### src/rtl/baud_pkg.sv
// Shared definitions for the fractional baud-tick generator.
// Holds the default divisor for 12 MHz / (16 x 9600), the default widths and
// oversample ratio, and a constant-foldable ceil(log2) helper.
package baud_pkg;

  localparam int unsigned DIV_W_DEFAULT      = 16;
  localparam int unsigned FRAC_W_DEFAULT     = 4;
  localparam int unsigned OSR_DEFAULT        = 16;
  localparam int unsigned DEF_DIV_12M_9600   = 78;
  localparam int unsigned DEF_FRAC_12M_9600  = 2;

  // ceil(log2(v)); returns 0 for v <= 1
  function automatic int unsigned clog2(input int unsigned v);
    int unsigned r;
    r = 0;
    for (int unsigned i = 0; i < 32; i++) begin
      if ((64'd1 << i) < 64'(v)) r = i + 1;
    end
    return r;
  endfunction

endpackage

### src/rtl/baud_tick_gen_frac_if.sv
// Control/status bundle of the baud-tick generator.
// master: drives en/sync/load/div_int/div_frac, observes the ticks and status.
// slave : the generator itself.
interface baud_tick_gen_frac_if #(
  parameter int unsigned DIV_W  = baud_pkg::DIV_W_DEFAULT,
  parameter int unsigned FRAC_W = baud_pkg::FRAC_W_DEFAULT,
  parameter int unsigned PH_W   = 4
);
  logic              en;
  logic              sync;
  logic              load;
  logic [DIV_W-1:0]  div_int;
  logic [FRAC_W-1:0] div_frac;
  logic              os_tick;
  logic              bit_tick;
  logic [PH_W-1:0]   phase;
  logic              cfg_pending;
  logic              cfg_err;

  modport master (
    output en, sync, load, div_int, div_frac,
    input  os_tick, bit_tick, phase, cfg_pending, cfg_err
  );

  modport slave (
    input  en, sync, load, div_int, div_frac,
    output os_tick, bit_tick, phase, cfg_pending, cfg_err
  );
endinterface

### src/rtl/baud_frac_acc.sv
// Fractional phase accumulator.
// Ports: clk/reset (sync, active-high); step_i advances acc by act_frac_i
// modulo 2^FRAC_W; clear_i zeroes acc (wins over step_i); carry_c_o flags that
// the next step overflows, i.e. the current tick period is one cycle longer.
module baud_frac_acc import baud_pkg::*; #(
  parameter int unsigned FRAC_W = FRAC_W_DEFAULT
) (
  input  logic              clk,
  input  logic              reset,
  input  logic              step_i,
  input  logic              clear_i,
  input  logic [FRAC_W-1:0] act_frac_i,
  output logic              carry_c_o
);

  logic [FRAC_W-1:0] acc_q, acc_d;
  logic [FRAC_W:0]   sum;

  assign sum       = {1'b0, acc_q} + {1'b0, act_frac_i};
  assign carry_c_o = sum[FRAC_W];

  always_comb begin
    acc_d = acc_q;
    if (clear_i)     acc_d = '0;
    else if (step_i) acc_d = sum[FRAC_W-1:0];
  end

  always_ff @(posedge clk) begin
    if (reset) acc_q <= '0;
    else       acc_q <= acc_d;
  end

endmodule

### src/rtl/baud_tick_gen_frac.sv
// Programmable fractional baud-tick generator.
// Produces os_tick with average period div_int + div_frac/2^FRAC_W cycles and
// bit_tick every OSR oversample ticks. Ports: clk, reset (sync, active-high),
// bus (slave): en/sync/load/div_int/div_frac in; os_tick/bit_tick (decoded
// from registered state), phase, cfg_pending, cfg_err out.
module baud_tick_gen_frac import baud_pkg::*; #(
  parameter int unsigned DIV_W    = DIV_W_DEFAULT,
  parameter int unsigned FRAC_W   = FRAC_W_DEFAULT,
  parameter int unsigned OSR      = OSR_DEFAULT,
  parameter int unsigned DEF_DIV  = DEF_DIV_12M_9600,
  parameter int unsigned DEF_FRAC = DEF_FRAC_12M_9600
) (
  input logic                 clk,
  input logic                 reset,
  baud_tick_gen_frac_if.slave bus
);

  localparam int unsigned PH_W = clog2(OSR);

  logic [DIV_W-1:0]  act_int_q, act_int_d, pend_int_q, pend_int_d, cnt_q, cnt_d;
  logic [FRAC_W-1:0] act_frac_q, act_frac_d, pend_frac_q, pend_frac_d;
  logic [PH_W-1:0]   phase_q, phase_d, phase_inc;
  logic              pend_q, pend_d, err_q, err_d;
  logic              carry, period_end, os_tick_c, load_ok, acc_clear;

  // With a carry the period is one cycle longer, so compare against act_int
  // instead of act_int-1; cnt never has to exceed DIV_W bits.
  assign period_end = carry ? (cnt_q == act_int_q)
                            : (cnt_q == act_int_q - DIV_W'(1));
  assign os_tick_c  = bus.en & ~bus.sync & period_end;
  assign load_ok    = bus.load & (bus.div_int >= DIV_W'(2));
  assign phase_inc  = (phase_q == PH_W'(OSR - 1)) ? '0 : phase_q + PH_W'(1);

  // acc restarts on sync and whenever a pending divisor is applied
  assign acc_clear = bus.sync | (pend_q & (os_tick_c | ~bus.en));

  baud_frac_acc #(.FRAC_W(FRAC_W)) u_acc (
    .clk       (clk),
    .reset     (reset),
    .step_i    (os_tick_c),
    .clear_i   (acc_clear),
    .act_frac_i(act_frac_q),
    .carry_c_o (carry)
  );

  assign bus.os_tick     = os_tick_c;
  assign bus.bit_tick    = os_tick_c & (phase_q == PH_W'(OSR - 1));
  assign bus.phase       = phase_q;
  assign bus.cfg_pending = pend_q;
  assign bus.cfg_err     = err_q;

  // Next-state: sync > apply/tick > count, then load capture on top
  always_comb begin
    act_int_d   = act_int_q;
    act_frac_d  = act_frac_q;
    pend_int_d  = pend_int_q;
    pend_frac_d = pend_frac_q;
    pend_d      = pend_q;
    cnt_d       = cnt_q;
    phase_d     = phase_q;
    err_d       = err_q;

    if (bus.sync) begin
      cnt_d   = '0;
      phase_d = '0;
      pend_d  = 1'b0;
      // a divisor loaded in the sync cycle is applied right away
      if (load_ok) begin
        act_int_d  = bus.div_int;
        act_frac_d = bus.div_frac;
      end else if (pend_q) begin
        act_int_d  = pend_int_q;
        act_frac_d = pend_frac_q;
      end
    end else if (os_tick_c) begin
      cnt_d   = '0;
      phase_d = phase_inc;
      if (pend_q) begin
        act_int_d  = pend_int_q;
        act_frac_d = pend_frac_q;
        pend_d     = 1'b0;
      end
    end else if (!bus.en) begin
      // idle: no tick will come, so apply the pending divisor now
      if (pend_q) begin
        act_int_d  = pend_int_q;
        act_frac_d = pend_frac_q;
        pend_d     = 1'b0;
        cnt_d      = '0;
        phase_d    = '0;
      end
    end else begin
      cnt_d = cnt_q + DIV_W'(1);
    end

    // a load accepted here waits for the next tick, never the current one
    if (bus.load) begin
      err_d = ~load_ok;
      if (load_ok && !bus.sync) begin
        pend_int_d  = bus.div_int;
        pend_frac_d = bus.div_frac;
        pend_d      = 1'b1;
      end
    end
  end

  always_ff @(posedge clk) begin
    if (reset) begin
      act_int_q   <= DIV_W'(DEF_DIV);
      act_frac_q  <= FRAC_W'(DEF_FRAC);
      pend_int_q  <= '0;
      pend_frac_q <= '0;
      pend_q      <= 1'b0;
      cnt_q       <= '0;
      phase_q     <= '0;
      err_q       <= 1'b0;
    end else begin
      act_int_q   <= act_int_d;
      act_frac_q  <= act_frac_d;
      pend_int_q  <= pend_int_d;
      pend_frac_q <= pend_frac_d;
      pend_q      <= pend_d;
      cnt_q       <= cnt_d;
      phase_q     <= phase_d;
      err_q       <= err_d;
    end
  end

endmodule

### src/flat_wrapper.sv
// flat-port wrapper written by rule: the top's interface ports become plain ports
module baud_tick_gen_frac_flat import baud_pkg::*;
#(
  parameter int unsigned DIV_W    = DIV_W_DEFAULT,
  parameter int unsigned FRAC_W   = FRAC_W_DEFAULT,
  parameter int unsigned OSR      = OSR_DEFAULT,
  parameter int unsigned DEF_DIV  = DEF_DIV_12M_9600,
  parameter int unsigned DEF_FRAC = DEF_FRAC_12M_9600
)
  (clk, reset, bus_en, bus_sync, bus_load, bus_div_int, bus_div_frac, bus_os_tick, bus_bit_tick, bus_phase, bus_cfg_pending, bus_cfg_err);
  baud_tick_gen_frac_if #(.DIV_W(DIV_W), .FRAC_W(FRAC_W), .PH_W(4)) bus_i ();
  input logic clk;
  input logic reset;
  input wire logic [$bits(bus_i.en)-1:0] bus_en;
  input wire logic [$bits(bus_i.sync)-1:0] bus_sync;
  input wire logic [$bits(bus_i.load)-1:0] bus_load;
  input wire logic [$bits(bus_i.div_int)-1:0] bus_div_int;
  input wire logic [$bits(bus_i.div_frac)-1:0] bus_div_frac;
  output wire logic [$bits(bus_i.os_tick)-1:0] bus_os_tick;
  output wire logic [$bits(bus_i.bit_tick)-1:0] bus_bit_tick;
  output wire logic [$bits(bus_i.phase)-1:0] bus_phase;
  output wire logic [$bits(bus_i.cfg_pending)-1:0] bus_cfg_pending;
  output wire logic [$bits(bus_i.cfg_err)-1:0] bus_cfg_err;
  assign bus_i.en = bus_en;
  assign bus_i.sync = bus_sync;
  assign bus_i.load = bus_load;
  assign bus_i.div_int = bus_div_int;
  assign bus_i.div_frac = bus_div_frac;
  assign bus_os_tick = bus_i.os_tick;
  assign bus_bit_tick = bus_i.bit_tick;
  assign bus_phase = bus_i.phase;
  assign bus_cfg_pending = bus_i.cfg_pending;
  assign bus_cfg_err = bus_i.cfg_err;
  baud_tick_gen_frac #(.DIV_W(DIV_W), .FRAC_W(FRAC_W), .OSR(OSR), .DEF_DIV(DEF_DIV), .DEF_FRAC(DEF_FRAC)) u_core (.clk(clk), .reset(reset), .bus(bus_i));
endmodule
### config.mk
export PLATFORM = sky130hd
export DESIGN_NAME = baud_tick_gen_frac_flat
export DESIGN_NICKNAME = d
export VERILOG_FILES = /design/src/rtl/baud_pkg.sv /design/src/rtl/baud_tick_gen_frac_if.sv /design/src/rtl/baud_frac_acc.sv /design/src/rtl/baud_tick_gen_frac.sv /design/src/flat_wrapper.sv
export SDC_FILE = /design/constraint.sdc
export NUM_CORES = 1
export LEC_CHECK = 0
export ABC_AREA = 1
export BUFFER_PORTS_ARGS = -buffer_cell sky130_fd_sc_hd__buf_2
export CORE_ASPECT_RATIO = 1.1
export CORE_MARGIN = 1.5
export CORE_UTILIZATION = 45
export CTS_BUF_LIST = sky130_fd_sc_hd__clkbuf_16
export CTS_CLUSTER_DIAMETER = 150
export CTS_CLUSTER_SIZE = 24
export DETAILED_ROUTE_END_ITERATION = 10
export PLACE_DENSITY = 0.69
export SYNTH_ARGS = -nofsm -noshare
export SYNTH_HDL_FRONTEND = slang
export SYNTH_HIERARCHICAL = 1
export SYNTH_SLANG_ARGS = --single-unit
### constraint.sdc
create_clock -name clk -period 6.8 [get_ports clk]
set_clock_uncertainty 0.05 [all_clocks]
set_input_delay 1.36 -clock clk [delete_from_list [all_inputs] [get_ports clk]]
set_output_delay 1.36 -clock clk [all_outputs]
set_load 0.1 [all_outputs]
==> results.md <==
* Status: finished clean
* Tot Pwr at 1.04 mW
* Commonest non-fill, non-tap cell in the layout: nand2_1
* CTS Buf Count at 9
* Fin nets at 724
* R2r startpoint: u_core/act_frac_q[0]
* Post-CTS setup buffer count at 0
* Net Count, Synth at approximately 710
* Reg2reg end: u_core/act_int_q[6]
* Initial core utilization at 46.6%
* Router iterations before antenna repair at 5
* Post-synthesis cell area at 4380 um^2
* Die X at 97.0 um
* Final setup violating endpoints at 0
* Routability cong. at between 0.9 and 1
* CTS tree: yes
* CTS sink count at 66
* NetSw at 300 uW
* Synth unique cells at 41
* Overall routing resource usage at 23.6%
* Slew Viols, Final at 0
* Setup TNS at 0 ps
* FF+latch count, synth at between 60 and 70
* Via density at 5.40
* Max rail drop VDD at approximately 0.13 mV
* Fin. Hold Viols at 0
* Startpoint types: flip-flop
* RSZ-0062 raised after global routing: false
* Area growth, synth to finish at 11.0%
* Period utilisation layout at 77.8%
* Syn_area_per_cell at ~6.5 um^2
* Clock power share at 43.7%
* Layout cells sized above 1 at between 10% and 20%
* Combinational power share at 15.6%
* H-tree levels at 3
* Largest net degree at the start of global routing at 39
* Core area at between 9000 and 10000 um^2
* R2R depth at 16
* Sequential area share after synthesis at between 30% and 40%
* Post-DP HPWL at approximately 8.9 mm
* Period minus WS final at 5290 ps
* I/O pin cnt at 33
* PortBufs at 32
* Post-route DRC at 0
* Worst Hold Class: flip-flop to flip-flop
* Int Power at 741 uW
* # resized after CTS at 0
* Sequential Power Share at roughly two fifths
* Syn. warnings at 6
* Worst skew pair latency at around 330 ps
* F_max at roughly 0.19 GHz
* Row cnt at 37
* Overflow after GRT at 0
* Sink of the worst hold path: u_core/pend_int_q[12]
* Register-to-register setup slack at 2960 ps
* Most frequent cells in the layout: 152 x nand2_1, 86 x nor2_1, 83 x nand3_1, 66 x dfxtp_1, 63 x inv_1
* Number of global-route vias before repair at 4143
* Worst hold start: u_core/pend_int_q[12]
* Synth Instances at 672
* Clock transition at path regs at ~60 ps
* ANT nets after route at 0
* Ant. Diodes at 0
* Deepest clock path buffer count at 2
* Initial DRC Count at 261
* Initial antenna violation count at 0
* Routed len/inst at 14.4 um
* Routed vias at around 4400
* CP Data Required Time at 5390 ps
* Pwr Density at between 200 and 250 nW/um^2
* CP arrival at 3880 ps
* Hold depth at 2
* Worst Setup End Kind: output pin
* Hold Buf Count CTS at 0
* Setup CP Type: flip-flop to output pin
* Max-slew headroom at around 34%
* Leak pwr at 1.99 nW
* Chip Height at roughly 110 um
* CP Max Fanout at 9
* Die area at 10300 um^2
* Net Sw Frac at 28.8%
* Worst Tran Pin Value at 986 ps
* First-pass GRT wire length at 19.7 mm
* WL final at 11.7 mm
* Root Buffer Master: clkbuf_16
* Max-cap violations at 0
-- worst max-delay path: stages (launching register included) --
cell and delay, ps:
dfxtp_1 350, ha_1 190, inv_1 60, fa_1 410
o31ai_1 600, inv_2 210, nand3_4 200, nor2_4 50
nand2_1 70, nand2_1 60, nand2_1 80, nand2_1 80
nor2_4 130, nand2_2 70, nor2_4 110, nand3_4 130
inv_1 270, buf_2 480
-- synth_stat cells, drive strengths merged --
| library cell | count | area (um^2) |
|---|---|---|
| a211oi | 1 | 7.51 |
| a21oi | 47 | 280 |
| a22oi | 1 | 7.51 |
| a31oi | 10 | 62.6 |
| buf | 7 | 73.8 |
| clkbuf | 20 | 75.1 |
| dfxtp | 66 | 1320 |
| fa | 1 | 20.0 |
| ha | 7 | 87.6 |
| inv | 67 | 251 |
| nand2 | 158 | 613 |
| nand3 | 86 | 460 |
| nand3b | 2 | 15.0 |
| nand4 | 7 | 50.1 |
| nor2 | 109 | 532 |
| nor3 | 16 | 80.1 |
| nor4 | 2 | 12.5 |
| o211ai | 6 | 45.0 |
| o21a | 3 | 22.5 |
| o21ai | 33 | 169 |
| o21bai | 1 | 11.3 |
| o31ai | 1 | 7.51 |
| o32ai | 1 | 8.76 |
| or2 | 6 | 40.0 |
| xnor2 | 6 | 52.6 |
| xor2 | 8 | 70.1 |
-- through the flow --
step | util (%) | hold slack (ps) | setup WS (ps) | instance area, um^2 | instances
2_1_floorplan | - | 384 | 1670 | 4380 | 672
3_3_place_gp | 48.6 | 398 | 1910 | 4560 | 797
3_5_place_dp | 48.6 | 403 | 1840 | 4560 | 797
4_1_cts | 51.7 | 413 | 1490 | 4860 | 813
5_1_grt | 51.7 | 424 | 1170 | 4860 | 813
6_report | 51.7 | 414 | 1510 | 4860 | 813
-- cells by family (layout without fill, tap and decap cells) --
family | count (synthesis) | after routing | synth area share [%]
fa+ha+maj | 8 | 8 | 2.46
xor+xnor | 14 | 14 | 2.80
simple gates | 386 | 386 | 41.2
compound gates | 104 | 104 | 14.2
buf+inv | 94 | 118 | 9.15
flops | 66 | 66 | 30.2
-- power groups by stage --
stage | logic [mW] | registers [mW] | clock network, mW
final | 0.162 | 0.423 | 0.455
after global routing | 0.183 | 0.426 | 0.482
after CTS | 0.162 | 0.423 | 0.464
after detailed placement | 0.161 | 0.432 | 0
after global placement | 0.159 | 0.431 | 0
after floorplan | 0.124 | 0.428 | 0
-- area by class of cell --
class,instances,area [um^2]
inverters,67,251
flip-flops and latches,66,1320
multi-input cells,512,2660
fillers,959,4540
clock inverters,7,70.1
repair buffers,35,183
clock buffers,9,225
well taps,117,146
-- registers in the layout, indices dropped and copies added (netlist names) --
name,cells
u_core/u_acc/acc_q,4
u_core/cnt_q,16
u_core/pend_int_q,16
u_core/act_int_q,16
u_core/bus.cfg_pending,1
u_core/bus.phase,4
u_core/act_frac_q,4
u_core/bus.cfg_err,1
u_core/pend_frac_q,4
-- worst max-delay path by stage --
stage | startpoint | endpoint | slack [ps] | depth (start not counted)
2_1_floorplan | u_core/act_frac_q[0] | bus_bit_tick | 1670 | 16
3_3_place_gp | u_core/act_frac_q[0] | bus_os_tick | 1910 | 17
3_5_place_dp | u_core/act_frac_q[0] | bus_os_tick | 1840 | 17
4_1_cts | u_core/act_frac_q[0] | bus_os_tick | 1490 | 17
5_1_grt | u_core/act_frac_q[0] | bus_os_tick | 1170 | 17
6_report | u_core/act_frac_q[0] | bus_os_tick | 1510 | 17
-- routing by layer --
metal	GRT usage (%)	part of all wire [%]	vias up
met2	41.1	49	101
met5	0	0	-
li1	-	-	2235
met4	8.70	2.0	0
met3	3.88	4.3	18
met1	29.3	45	2034
No activity file was read; power rests on OpenSTA's default activity.
